==> src/rtl/seg_pkg.sv <==
// Shared 7-segment definitions: segment codes, bit positions, select classes and
// the pattern-to-BCD decode used by the bus monitor (and by the display encoder).
package seg_pkg;

    localparam logic [7:0] SEG_0 = 8'h7E;
    localparam logic [7:0] SEG_1 = 8'h30;
    localparam logic [7:0] SEG_2 = 8'h6D;
    localparam logic [7:0] SEG_3 = 8'h79;
    localparam logic [7:0] SEG_4 = 8'h33;
    localparam logic [7:0] SEG_5 = 8'h5B;
    localparam logic [7:0] SEG_6 = 8'h5F;
    localparam logic [7:0] SEG_7 = 8'h70;
    localparam logic [7:0] SEG_8 = 8'h7F;
    localparam logic [7:0] SEG_9 = 8'h7B;

    localparam int SEG_P = 7;
    localparam int SEG_A = 6;
    localparam int SEG_B = 5;
    localparam int SEG_C = 4;
    localparam int SEG_D = 3;
    localparam int SEG_E = 2;
    localparam int SEG_F = 1;
    localparam int SEG_G = 0;

    localparam logic [3:0] SEG_ILLEGAL = 4'hF;

    typedef enum logic [1:0] {
        SEL_NONE   = 2'd0,
        SEL_ONEHOT = 2'd1,
        SEL_ALL    = 2'd2
    } sel_class_e;

    typedef enum logic [1:0] {
        ST_WAIT  = 2'd0,
        ST_COUNT = 2'd1,
        ST_HOLD  = 2'd2
    } flt_state_e;

    // Exact match on A..G; the decimal point is not part of the digit.
    function automatic logic [3:0] seg2bcd(input logic [6:0] seg);
        logic [3:0] bcd;
        case (seg)
            SEG_0[6:0]: bcd = 4'd0;
            SEG_1[6:0]: bcd = 4'd1;
            SEG_2[6:0]: bcd = 4'd2;
            SEG_3[6:0]: bcd = 4'd3;
            SEG_4[6:0]: bcd = 4'd4;
            SEG_5[6:0]: bcd = 4'd5;
            SEG_6[6:0]: bcd = 4'd6;
            SEG_7[6:0]: bcd = 4'd7;
            SEG_8[6:0]: bcd = 4'd8;
            SEG_9[6:0]: bcd = 4'd9;
            default:    bcd = SEG_ILLEGAL;
        endcase
        return bcd;
    endfunction

    function automatic sel_class_e sel_class(input logic [3:0] dig);
        sel_class_e cls;
        case (dig)
            4'b1110, 4'b1101, 4'b1011, 4'b0111: cls = SEL_ONEHOT;
            4'b0000:                            cls = SEL_ALL;
            default:                            cls = SEL_NONE;
        endcase
        return cls;
    endfunction

endpackage

==> src/rtl/seg_stable_filter.sv <==
// Registers the display pins once and only reports a (dig,smg) pair after it has
// been sampled unchanged STABLE_CYCLES times; emits one capture strobe per stable pattern.
module seg_stable_filter
    import seg_pkg::*;
#(
    parameter int STABLE_CYCLES = 4
) (
    input  logic       clk,
    input  logic       rst_n,
    input  logic [3:0] dig,
    input  logic [7:0] smg,
    output logic       cap_stb,
    output logic [3:0] cap_dig,
    output logic [7:0] cap_smg
);

    localparam int CNT_W = $clog2(STABLE_CYCLES + 1);
    localparam logic [CNT_W-1:0] CNT_ZERO = CNT_W'(0);
    localparam logic [CNT_W-1:0] CNT_ONE  = CNT_W'(1);
    localparam logic [CNT_W-1:0] CNT_MAX  = CNT_W'(STABLE_CYCLES);

    flt_state_e       state_q, state_d;
    logic [CNT_W-1:0] cnt_q, cnt_d, cnt_inc_s;
    logic [3:0]       dig_q, prev_dig_q, cap_dig_q;
    logic [7:0]       smg_q, prev_smg_q, cap_smg_q;
    logic             cap_stb_q, cap_stb_d;
    logic             changed_s, valid_s;

    assign changed_s = ({dig_q, smg_q} != {prev_dig_q, prev_smg_q});
    assign valid_s   = (sel_class(dig_q) != SEL_NONE);
    assign cnt_inc_s = (cnt_q == CNT_MAX) ? CNT_MAX : cnt_q + CNT_ONE;

    // State register, input stage, previous-sample copy and capture registers.
    always_ff @(posedge clk or negedge rst_n) begin
        if (!rst_n) begin
            state_q    <= ST_WAIT;
            cnt_q      <= CNT_ZERO;
            dig_q      <= 4'hF;
            smg_q      <= 8'h00;
            prev_dig_q <= 4'hF;
            prev_smg_q <= 8'h00;
            cap_stb_q  <= 1'b0;
            cap_dig_q  <= 4'hF;
            cap_smg_q  <= 8'h00;
        end else begin
            state_q    <= state_d;
            cnt_q      <= cnt_d;
            dig_q      <= dig;
            smg_q      <= smg;
            prev_dig_q <= dig_q;
            prev_smg_q <= smg_q;
            cap_stb_q  <= cap_stb_d;
            if (cap_stb_d) begin
                cap_dig_q <= dig_q;
                cap_smg_q <= smg_q;
            end else begin
                cap_dig_q <= cap_dig_q;
                cap_smg_q <= cap_smg_q;
            end
        end
    end

    // Next-state logic; a valid new sample always (re)starts counting at 1.
    always_comb begin
        state_d = state_q;
        cnt_d   = cnt_q;
        case (state_q)
            ST_WAIT: begin
                if (valid_s) begin
                    cnt_d   = CNT_ONE;
                    state_d = (CNT_ONE == CNT_MAX) ? ST_HOLD : ST_COUNT;
                end else begin
                    cnt_d   = CNT_ZERO;
                    state_d = ST_WAIT;
                end
            end
            ST_COUNT, ST_HOLD: begin
                if (!changed_s) begin
                    cnt_d   = cnt_inc_s;
                    state_d = (cnt_inc_s == CNT_MAX) ? ST_HOLD : ST_COUNT;
                end else if (valid_s) begin
                    cnt_d   = CNT_ONE;
                    state_d = (CNT_ONE == CNT_MAX) ? ST_HOLD : ST_COUNT;
                end else begin
                    cnt_d   = CNT_ZERO;
                    state_d = ST_WAIT;
                end
            end
            default: begin
                cnt_d   = CNT_ZERO;
                state_d = ST_WAIT;
            end
        endcase
    end

    // Capture when the count reaches the threshold, except while resting in HOLD.
    always_comb begin
        cap_stb_d = 1'b0;
        if ((cnt_d == CNT_MAX) && ((state_q != ST_HOLD) || changed_s)) begin
            cap_stb_d = 1'b1;
        end else begin
            cap_stb_d = 1'b0;
        end
    end

    assign cap_stb = cap_stb_q;
    assign cap_dig = cap_dig_q;
    assign cap_smg = cap_smg_q;

endmodule

==> src/rtl/seg_decode_mon.sv <==
// Passive 7-segment bus monitor: decodes captured patterns into per-digit slots and
// publishes a 4-digit frame once every digit has been seen (or on a static all-lit pattern).
module seg_decode_mon
    import seg_pkg::*;
#(
    parameter int STABLE_CYCLES = 4
) (
    input  logic        clk,
    input  logic        rst_n,
    input  logic [3:0]  dig,
    input  logic [7:0]  smg,
    input  logic        err_clr,
    output logic [15:0] bcd_out,
    output logic [3:0]  dp_out,
    output logic        frame_valid,
    output logic        seg_err
);

    logic        cap_stb_s;
    logic [3:0]  cap_dig_s, dec_s;
    logic [7:0]  cap_smg_s;
    logic        dp_s;
    logic [15:0] shadow_q, shadow_d, bcd_q, bcd_d;
    logic [3:0]  dpsh_q, dpsh_d, seen_q, seen_d, dp_q, dp_d;
    logic        fv_q, fv_d, err_q, err_d;

    seg_stable_filter #(
        .STABLE_CYCLES(STABLE_CYCLES)
    ) u_filter (
        .clk     (clk),
        .rst_n   (rst_n),
        .dig     (dig),
        .smg     (smg),
        .cap_stb (cap_stb_s),
        .cap_dig (cap_dig_s),
        .cap_smg (cap_smg_s)
    );

    assign dec_s = seg2bcd(cap_smg_s[6:0]);
    assign dp_s  = cap_smg_s[SEG_P];

    // Slot/commit/error registers.
    always_ff @(posedge clk or negedge rst_n) begin
        if (!rst_n) begin
            shadow_q <= 16'h0000;
            dpsh_q   <= 4'h0;
            seen_q   <= 4'h0;
            bcd_q    <= 16'h0000;
            dp_q     <= 4'h0;
            fv_q     <= 1'b0;
            err_q    <= 1'b0;
        end else begin
            shadow_q <= shadow_d;
            dpsh_q   <= dpsh_d;
            seen_q   <= seen_d;
            bcd_q    <= bcd_d;
            dp_q     <= dp_d;
            fv_q     <= fv_d;
            err_q    <= err_d;
        end
    end

    // Slot update and commit; the frame publishes the merged shadow including this capture.
    always_comb begin
        shadow_d = shadow_q;
        dpsh_d   = dpsh_q;
        seen_d   = seen_q;
        bcd_d    = bcd_q;
        dp_d     = dp_q;
        fv_d     = 1'b0;
        if (cap_stb_s && (cap_dig_s == 4'b0000)) begin
            shadow_d = {4{dec_s}};
            dpsh_d   = {4{dp_s}};
            bcd_d    = {4{dec_s}};
            dp_d     = {4{dp_s}};
            fv_d     = 1'b1;
            seen_d   = 4'h0;
        end else if (cap_stb_s) begin
            for (int k = 0; k < 4; k++) begin
                if (!cap_dig_s[k]) begin
                    shadow_d[k*4 +: 4] = dec_s;
                    dpsh_d[k]          = dp_s;
                    seen_d[k]          = 1'b1;
                end else begin
                    seen_d[k] = seen_q[k];
                end
            end
            if (seen_d == 4'hF) begin
                bcd_d  = shadow_d;
                dp_d   = dpsh_d;
                fv_d   = 1'b1;
                seen_d = 4'h0;
            end else begin
                fv_d = 1'b0;
            end
        end else begin
            fv_d = 1'b0;
        end
    end

    // Sticky illegal-pattern flag; a new error beats a simultaneous clear.
    always_comb begin
        err_d = err_q;
        if (cap_stb_s && (dec_s == SEG_ILLEGAL)) begin
            err_d = 1'b1;
        end else if (err_clr) begin
            err_d = 1'b0;
        end else begin
            err_d = err_q;
        end
    end

    assign bcd_out     = bcd_q;
    assign dp_out      = dp_q;
    assign frame_valid = fv_q;
    assign seg_err     = err_q;

endmodule

==> config.mk <==
export PLATFORM = sky130hd
export DESIGN_NAME = seg_decode_mon
export DESIGN_NICKNAME = d
export VERILOG_FILES = /design/src/rtl/seg_pkg.sv /design/src/rtl/seg_stable_filter.sv /design/src/rtl/seg_decode_mon.sv
export SDC_FILE = /design/constraint.sdc
export NUM_CORES = 1
export LEC_CHECK = 0
export CAP_MARGIN = 20
export CORE_MARGIN = 2
export CORE_UTILIZATION = 39
export DETAILED_ROUTE_END_ITERATION = 6
export GPL_ROUTABILITY_DRIVEN = 0
export PLACE_DENSITY = 0.57
export SYNTH_ARGS = -nofsm -noshare
export SYNTH_HDL_FRONTEND = slang
export SYNTH_SLANG_ARGS = --single-unit
==> constraint.sdc <==
create_clock -name clk -period 2.6 [get_ports clk]
set_clock_uncertainty 0.05 [all_clocks]
set_input_delay 0.52 -clock clk [delete_from_list [all_inputs] [get_ports clk]]
set_output_delay 0.52 -clock clk [all_outputs]
set_load 0.05 [all_outputs]
Yosys cells after proc, flatten, opt, wreduce, memory -nomap -nowiden
Index checks and enable logic that the tools add are counted.
{"block": "word_totals", "reg_bits": 88, "input_bits": 15, "out_inout_bits": 22}
{"block": "op_classes", "addsub": 1, "eq_ne": 23, "n_mux": 49, "n_reduce_logical": 14}
{"cell": "2-to-1 mux 16 bit", "n": 5}
{"cell": "== test 7 bit, second input constant", "n": 8}
{"cell": "2-to-1 mux 4 bit", "n": 12}
{"cell": "case mux 4 bit (10 select lines)", "n": 1}
{"cell": "2-to-1 mux 1 bit", "n": 24}
{"cell": "== test 4 bit, second input constant", "n": 5}
{"cell": "== test 7 x 6 -> 1 bit, second input constant", "n": 2}
{"cell": "inequality test 12 bit", "n": 1}
{"cell": "== test 3 bit, second input constant", "n": 3}
{"cell": "zero test 4 bit", "n": 2}
{"cell": "case mux 2 bit (2 select lines)", "n": 2}
{"cell": "nonzero test 2 bit", "n": 4}
{"cell": "2-to-1 mux 3 bit", "n": 2}
{"cell": "case mux 3 bit (2 select lines)", "n": 1}
{"cell": "== test 4 x 3 -> 1 bit, second input constant", "n": 1}
{"cell": "2-to-1 mux 2 bit", "n": 2}
{"cell": "OR reduction 4 bit", "n": 1}
{"cell": "adder 3 x 1 -> 3 bit, second input constant", "n": 1}
{"cell": "logical AND 1 bit", "n": 3}
{"cell": "== test 2 x 1 -> 1 bit, second input constant", "n": 1}
{"cell": "== test 2 bit, second input constant", "n": 1}
{"cell": "zero test 2 bit", "n": 1}
{"cell": "inequality test 2 bit, second input constant", "n": 1}
{"cell": "AND reduction 2 bit", "n": 1}
{"cell": "2 further kinds", "n": 2}

Longest topological paths before layout
{"block": "depth", "depth_word": 10, "depth_mapped": 9}

Modules after synthesis
Synthesis repeated with hierarchy kept, for this count alone.
{"block": "unflattened", "cells_unflattened": 322, "area_unflattened_um2": 3786.1}
{"mod": "seg_decode_mon", "instances": 1, "cells_per_inst": 215, "area_per_inst_um2": 2153.3, "seq_area_each_um2": 1151.1}
{"mod": "seg_stable_filter", "instances": 1, "cells_per_inst": 107, "area_per_inst_um2": 1632.8, "seq_area_each_um2": 1066.0}

Worst setup path before layout
No wires, ideal clock.
{"block": "synth_path", "path_type": "register to register", "from": "register u_filter.dig_q[3]", "to": "register u_filter.cap_smg_q[1] (netlist: u_filter.cap_smg[1])", "setup_ps": 125, "arrival_ps": 2098, "slack_ps": 327, "path_stages_with_launch": 7, "path_buffers": 1, "period_less_slack_ps": 2273, "cell_sequence": "dfstp_2 -> xor2_1 -> nor4_4 -> nand3_2 -> or4_4 -> buf_6 -> mux2_4"}
{"block": "synth_between", "elab_chain_cells": 10, "word_cells_on_any_way": 16}
{"element": "start: declaration", "line_no": "seg_stable_filter.sv:24", "rtl": "logic [3:0] dig_q, prev_dig_q, cap_dig_q;"}
{"element": "start signal: assignment", "line_no": "seg_stable_filter.sv:48", "rtl": "dig_q <= dig;"}
{"element": "== test 4 bit or == test 4 x 3 -> 1 bit (tied branches)", "line_no": "seg_pkg.sv:60", "rtl": "case (dig)"}
{"element": "OR reduction 4 bit", "line_no": "seg_pkg.sv:60"}
{"element": "case mux 2 bit (2 select lines)", "line_no": "seg_pkg.sv:60"}
{"element": "nonzero test 2 bit", "line_no": "seg_stable_filter.sv:30", "rtl": "assign valid_s = (sel_class(dig_q) != SEL_NONE);"}
{"element": "2-to-1 mux 1 bit", "line_no": "seg_stable_filter.sv:69, seg_stable_filter.sv:81"}
{"element": "2-to-1 mux 3 bit", "line_no": "seg_stable_filter.sv:78", "rtl": "if (!changed_s) begin"}
{"element": "case mux 3 bit (2 select lines)", "line_no": "seg_stable_filter.sv:67", "rtl": "case (state_q)"}
{"element": "== test 3 bit", "line_no": "seg_stable_filter.sv:99", "rtl": "if ((cnt_d == CNT_MAX) && ((state_q != ST_HOLD) || changed_s)) begin"}
{"element": "logical AND 1 bit *", "line_no": "seg_stable_filter.sv:99"}
{"element": "2-to-1 mux 1 bit *", "line_no": "seg_stable_filter.sv:99"}
{"element": "end signal: assignment", "line_no": "seg_stable_filter.sv:55", "rtl": "cap_smg_q <= smg_q;"}
{"element": "end signal: assignment", "line_no": "seg_stable_filter.sv:58", "rtl": "cap_smg_q <= cap_smg_q;"}
{"element": "end: declaration", "line_no": "seg_stable_filter.sv:25", "rtl": "logic [7:0] smg_q, prev_smg_q, cap_smg_q;"}
Every way passes the cells marked *; elsewhere a longest branch is shown, timed or not.
A chain may end at the register's enable or synchronous reset.

Final worst setup path
{"block": "layout_path", "from": "register u_filter.dig_q[2]", "to": "register u_filter.cap_smg_q[0] (netlist: u_filter.cap_smg[0])"}
The elaborated chain is that of the path after synthesis.

==> impl_metrics.xml <==
<?xml version="1.0" encoding="UTF-8"?>
<metrics>
  <group name="power">
    <metric name="p_total" unit="mW">2.56</metric>
    <metric name="peak_supply_drop" unit="mV">0.292</metric>
    <metric name="leakagePower" unit="nW">2.01</metric>
    <metric name="pwr_density_cell" unit="nW/um^2">561</metric>
  </group>
  <group name="synthesis">
    <metric name="yosys.area.top_type_share" unit="%">49.8</metric>
    <metric name="ys_seq_area_share" unit="%">58.0</metric>
    <metric name="syn_area_per_cell" unit="sq um">11.3</metric>
    <metric name="synth.area.top_cells" unit="">sky130_fd_sc_hd__dfrtp_1 50%, sky130_fd_sc_hd__dfstp_2 8.3%, sky130_fd_sc_hd__mux2_4 3.9%, sky130_fd_sc_hd__nand2_1 3.4%, sky130_fd_sc_hd__nor2_1 2.9%</metric>
    <metric name="synth.ff_latch_count" unit="">88</metric>
    <metric name="synth-warning-count" unit="">0</metric>
    <metric name="number_of_flops_mapped_to_enable_cells_by_yosys" unit="">0</metric>
    <metric name="postSynthCellCount" unit="">338</metric>
    <metric name="number_of_unique_standard_cell_types_used_by_synthesis" unit="">51</metric>
    <metric name="yosys_most_used_dff" unit="">sky130_fd_sc_hd__dfrtp_1</metric>
    <metric name="synth_area" unit="sq um">3820</metric>
    <metric name="synth_area_leader_cell" unit="">sky130_fd_sc_hd__dfrtp_1</metric>
    <metric name="synth-async-reset-ratio" unit="%">100</metric>
    <metric name="synth_nets" unit="">358</metric>
  </group>
  <group name="placement">
    <metric name="detailed_place_hpwl" unit="mm">5.34</metric>
    <metric name="numPortBuffers" unit="">36</metric>
  </group>
  <group name="hold_path">
    <metric name="min_path_type" unit="">in -&gt; async</metric>
  </group>
  <group name="clocking">
    <metric name="postCtsHoldBufs" unit="">0</metric>
    <metric name="tritoncts" unit="">built</metric>
    <metric name="cts_buffers" unit="">9</metric>
    <metric name="post_cts_repair_resize_count" unit="">0</metric>
    <metric name="clk_latency" unit="ns">0.36</metric>
    <metric name="cts_max_level" unit="">3</metric>
    <metric name="tritoncts_num_sinks" unit="">88</metric>
    <metric name="cts_root_buf" unit="">sky130_fd_sc_hd__clkbuf_8</metric>
    <metric name="cts.repair_timing.setup_buffer_count" unit="">0</metric>
    <metric name="cts.path.max_buffers" unit="">2</metric>
    <metric name="path_clk_slew" unit="ns">0.09</metric>
  </group>
  <group name="floorplan">
    <metric name="die_height" unit="um">103</metric>
    <metric name="number_of_rows_in_the_core_area" unit="">36</metric>
    <metric name="i_o_pin_total" unit="">37</metric>
    <metric name="design.core.area" unit="sq um">9640</metric>
    <metric name="initial_utilization" unit="%">39.6</metric>
    <metric name="die_footprint" unit="sq um">10600</metric>
    <metric name="dieWidth" unit="um">103</metric>
  </group>
  <group name="routing">
    <metric name="vias" unit="">2600</metric>
    <metric name="dr.first_iter.drc_count" unit="">111</metric>
    <metric name="via_per_inst" unit="">5.06</metric>
    <metric name="drc" unit="">0</metric>
    <metric name="final_routed_wirelength_across_all_metal_layers" unit="mm">7.31</metric>
    <metric name="postRouteAntennaNets" unit="">0</metric>
    <metric name="drt_pre_antenna_iters" unit="">4</metric>
    <metric name="route.detailed.wl_per_inst" unit="um">14.2</metric>
  </group>
  <group name="sta">
    <metric name="final.min_clock_period" unit="ns">2.40</metric>
    <metric name="final.setup.tns" unit="ns">0</metric>
    <metric name="maxSlewViolCount" unit="">0</metric>
    <metric name="timing.slew.headroom" unit="%">61.0</metric>
    <metric name="max_freq" unit="MHz">417</metric>
    <metric name="post-route-period-util" unit="%">92.1</metric>
    <metric name="hold_viol" unit="">0</metric>
    <metric name="report.final.setup_viol" unit="">0</metric>
    <metric name="rsz0062_at_grt" unit="">no</metric>
    <metric name="worstMarginPinSlew" unit="ns">0.585</metric>
  </group>
  <group name="worst_setup_path">
    <metric name="reg2reg_setup_slack" unit="ns">0.20</metric>
    <metric name="worstSetupStartpointType" unit="">register</metric>
    <metric name="beginning_of_the_worst_register_to_register_path" unit="">u_filter.dig_q[2]</metric>
    <metric name="critPathRequiredTime" unit="ns">2.78</metric>
    <metric name="critical_path_arrival" unit="ns">2.58</metric>
    <metric name="crit_path_max_incr_delay" unit="ns">0.68</metric>
    <metric name="list_of_cells_traversed_by_the_critical_path" unit="">xor2_1 &gt; nor4_2 &gt; nand3_2 &gt; or4_4 &gt; mux2_1</metric>
    <metric name="worstSetupStartpoint" unit="">u_filter.dig_q[2]</metric>
    <metric name="setup.worst_path.class" unit="">reg -&gt; reg</metric>
    <metric name="r2r_cells" unit="">5</metric>
    <metric name="worstSetupEndpointType" unit="">register</metric>
    <metric name="reg2reg_to" unit="">u_filter.cap_smg[0]</metric>
    <metric name="critPathSlowestCell" unit="">sky130_fd_sc_hd__or4_4</metric>
    <metric name="crit_path_max_fanout" unit="">12</metric>
  </group>
  <group name="outcome">
    <metric name="status" unit="">finished, final reports clean</metric>
  </group>
  <group name="layout">
    <metric name="layout_commonest_cell" unit="">sky130_fd_sc_hd__dfrtp_1</metric>
    <metric name="syn2layout_area_growth" unit="%">19.3</metric>
    <metric name="layout.nets" unit="">398</metric>
    <metric name="post_route_cells_drive_above_1_share" unit="%">13.4</metric>
    <metric name="most-common-layout-cells" unit="">76 x sky130_fd_sc_hd__dfrtp_1, 35 x sky130_fd_sc_hd__nand2_1, 35 x sky130_fd_sc_hd__clkdlybuf4s50_1, 30 x sky130_fd_sc_hd__nor2_1, 18 x sky130_fd_sc_hd__o21ai_0</metric>
    <metric name="antenna-diode-count" unit="">0</metric>
  </group>
  <group name="global_routing">
    <metric name="grt_pass1_vias" unit="">2553</metric>
    <metric name="grt_pass1_wl" unit="mm">12.4</metric>
    <metric name="globalRouteOverflowTotal" unit="">0</metric>
    <metric name="grt_max_degree" unit="">48</metric>
    <metric name="grt_usage" unit="%">15.4</metric>
    <metric name="antenna_found_initial" unit="">0</metric>
  </group>
  <group name="flow_run">
    <metric name="max_cap_viol_count" unit="">0</metric>
  </group>
</metrics>
state kept, by name, indices dropped and copies added, names as in the netlist, 8 cells and up:
name,cells
bcd_out,16
shadow_q,16
u_filter.cap_smg,8
u_filter.prev_smg_q,8
u_filter.smg_q,8
final cells by class:
cell class                      instances  area (sq um)
Multi-Input combinational cell        220          1470
Sequential cell                        88          2220
Timing Repair Buffer                   44           443
Clock buffer                           10           138
Clock inverter                          4          70.1
Fill cell                             916          5080
Inverter                               15          56.3
Tap cell                              133           166
worst max-delay path, delay by kind of cell (launching register included):
kind	cells	cell delay, ns
XOR/XNOR	1	0.09
AND/OR/NAND/NOR	3	1.18
multiplexers	1	0.36
flip-flops	1	0.60
report_power, final:
part           switching, mW  internal [mW]
combinational         0.0714         0.0532
sequential            0.0217           1.40
clock                  0.458          0.554
total                  0.551           2.00
per-layer routing:
layer  track usage, %  vias to the layer above  wire length (um)  part of all wire (%)
met5                0                        -                 0                     0
met4             5.67                        0               134                   1.8
met3             3.93                       12               235                   3.2
met2             25.2                       50              3640                    50
met1             19.7                     1274              3290                    45
li1                 -                     1264                 -                     -
stage by stage:
stage                     worst slack (ns)  hold slack, ns  util (%)  std cells  cell area [sq um]
after floorplan                      0.327           0.174         -        338               3820
after global placement               0.258           0.344      45.1        500               4350
after detailed placement             0.224           0.346      45.1        500               4350
after CTS                            0.212           0.120      47.3        514               4560
after global routing                 0.109           0.141      47.3        514               4560
final                                0.205          0.0964      47.3        514               4560
synthesized netlist by cell type (3+ instances only):
library cell and n:
sky130_fd_sc_hd__nor3_1 8, sky130_fd_sc_hd__o211ai_1 6, sky130_fd_sc_hd__a211oi_1 3, sky130_fd_sc_hd__mux2_4 10, sky130_fd_sc_hd__a21oi_1 5, sky130_fd_sc_hd__nor3b_1 3, sky130_fd_sc_hd__o21a_1 4, sky130_fd_sc_hd__a221o_1 4
sky130_fd_sc_hd__xor2_1 8, sky130_fd_sc_hd__dfrtp_1 76, sky130_fd_sc_hd__ha_1 5, sky130_fd_sc_hd__clkbuf_1 8, sky130_fd_sc_hd__dfstp_2 12, sky130_fd_sc_hd__and3_1 8, sky130_fd_sc_hd__nor2_1 30, sky130_fd_sc_hd__a31oi_1 13
sky130_fd_sc_hd__o21ai_0 18, sky130_fd_sc_hd__inv_1 15, sky130_fd_sc_hd__buf_2 3, sky130_fd_sc_hd__nand2b_1 10, sky130_fd_sc_hd__mux2i_1 8, sky130_fd_sc_hd__nand3_1 5, sky130_fd_sc_hd__nand2_1 35, sky130_fd_sc_hd__xnor2_1 6
worst max path at each step:
| stage | end | slack (ns) | cells past startpoint |
|---|---|---|---|
| global route | u_filter.cap_smg[0] | 0.11 | 5 |
| floorplan | u_filter.cap_smg[1] | 0.33 | 6 |
| finish | u_filter.cap_smg[0] | 0.20 | 5 |
| detailed placement | u_filter.cap_smg[0] | 0.22 | 5 |
| global placement | u_filter.cap_smg[0] | 0.26 | 5 |
| CTS | u_filter.cap_smg[0] | 0.21 | 5 |
cells by family (layout without fill, tap and decap cells):
logic type / count (synthesis) / count (layout) / synth area share [%]
and+or+nand+nor: 115 / 115 / 15.5
DFF: 88 / 88 / 58.0
muxes: 20 / 20 / 6.62
buffers and inverters: 30 / 73 / 3.54
AOI/OAI and AO/OA: 66 / 66 / 11.5
adders and majority gates: 5 / 5 / 1.64
xor gates and xnor gates: 14 / 14 / 3.21
Note: power is estimated with default switching activity, not from simulation.
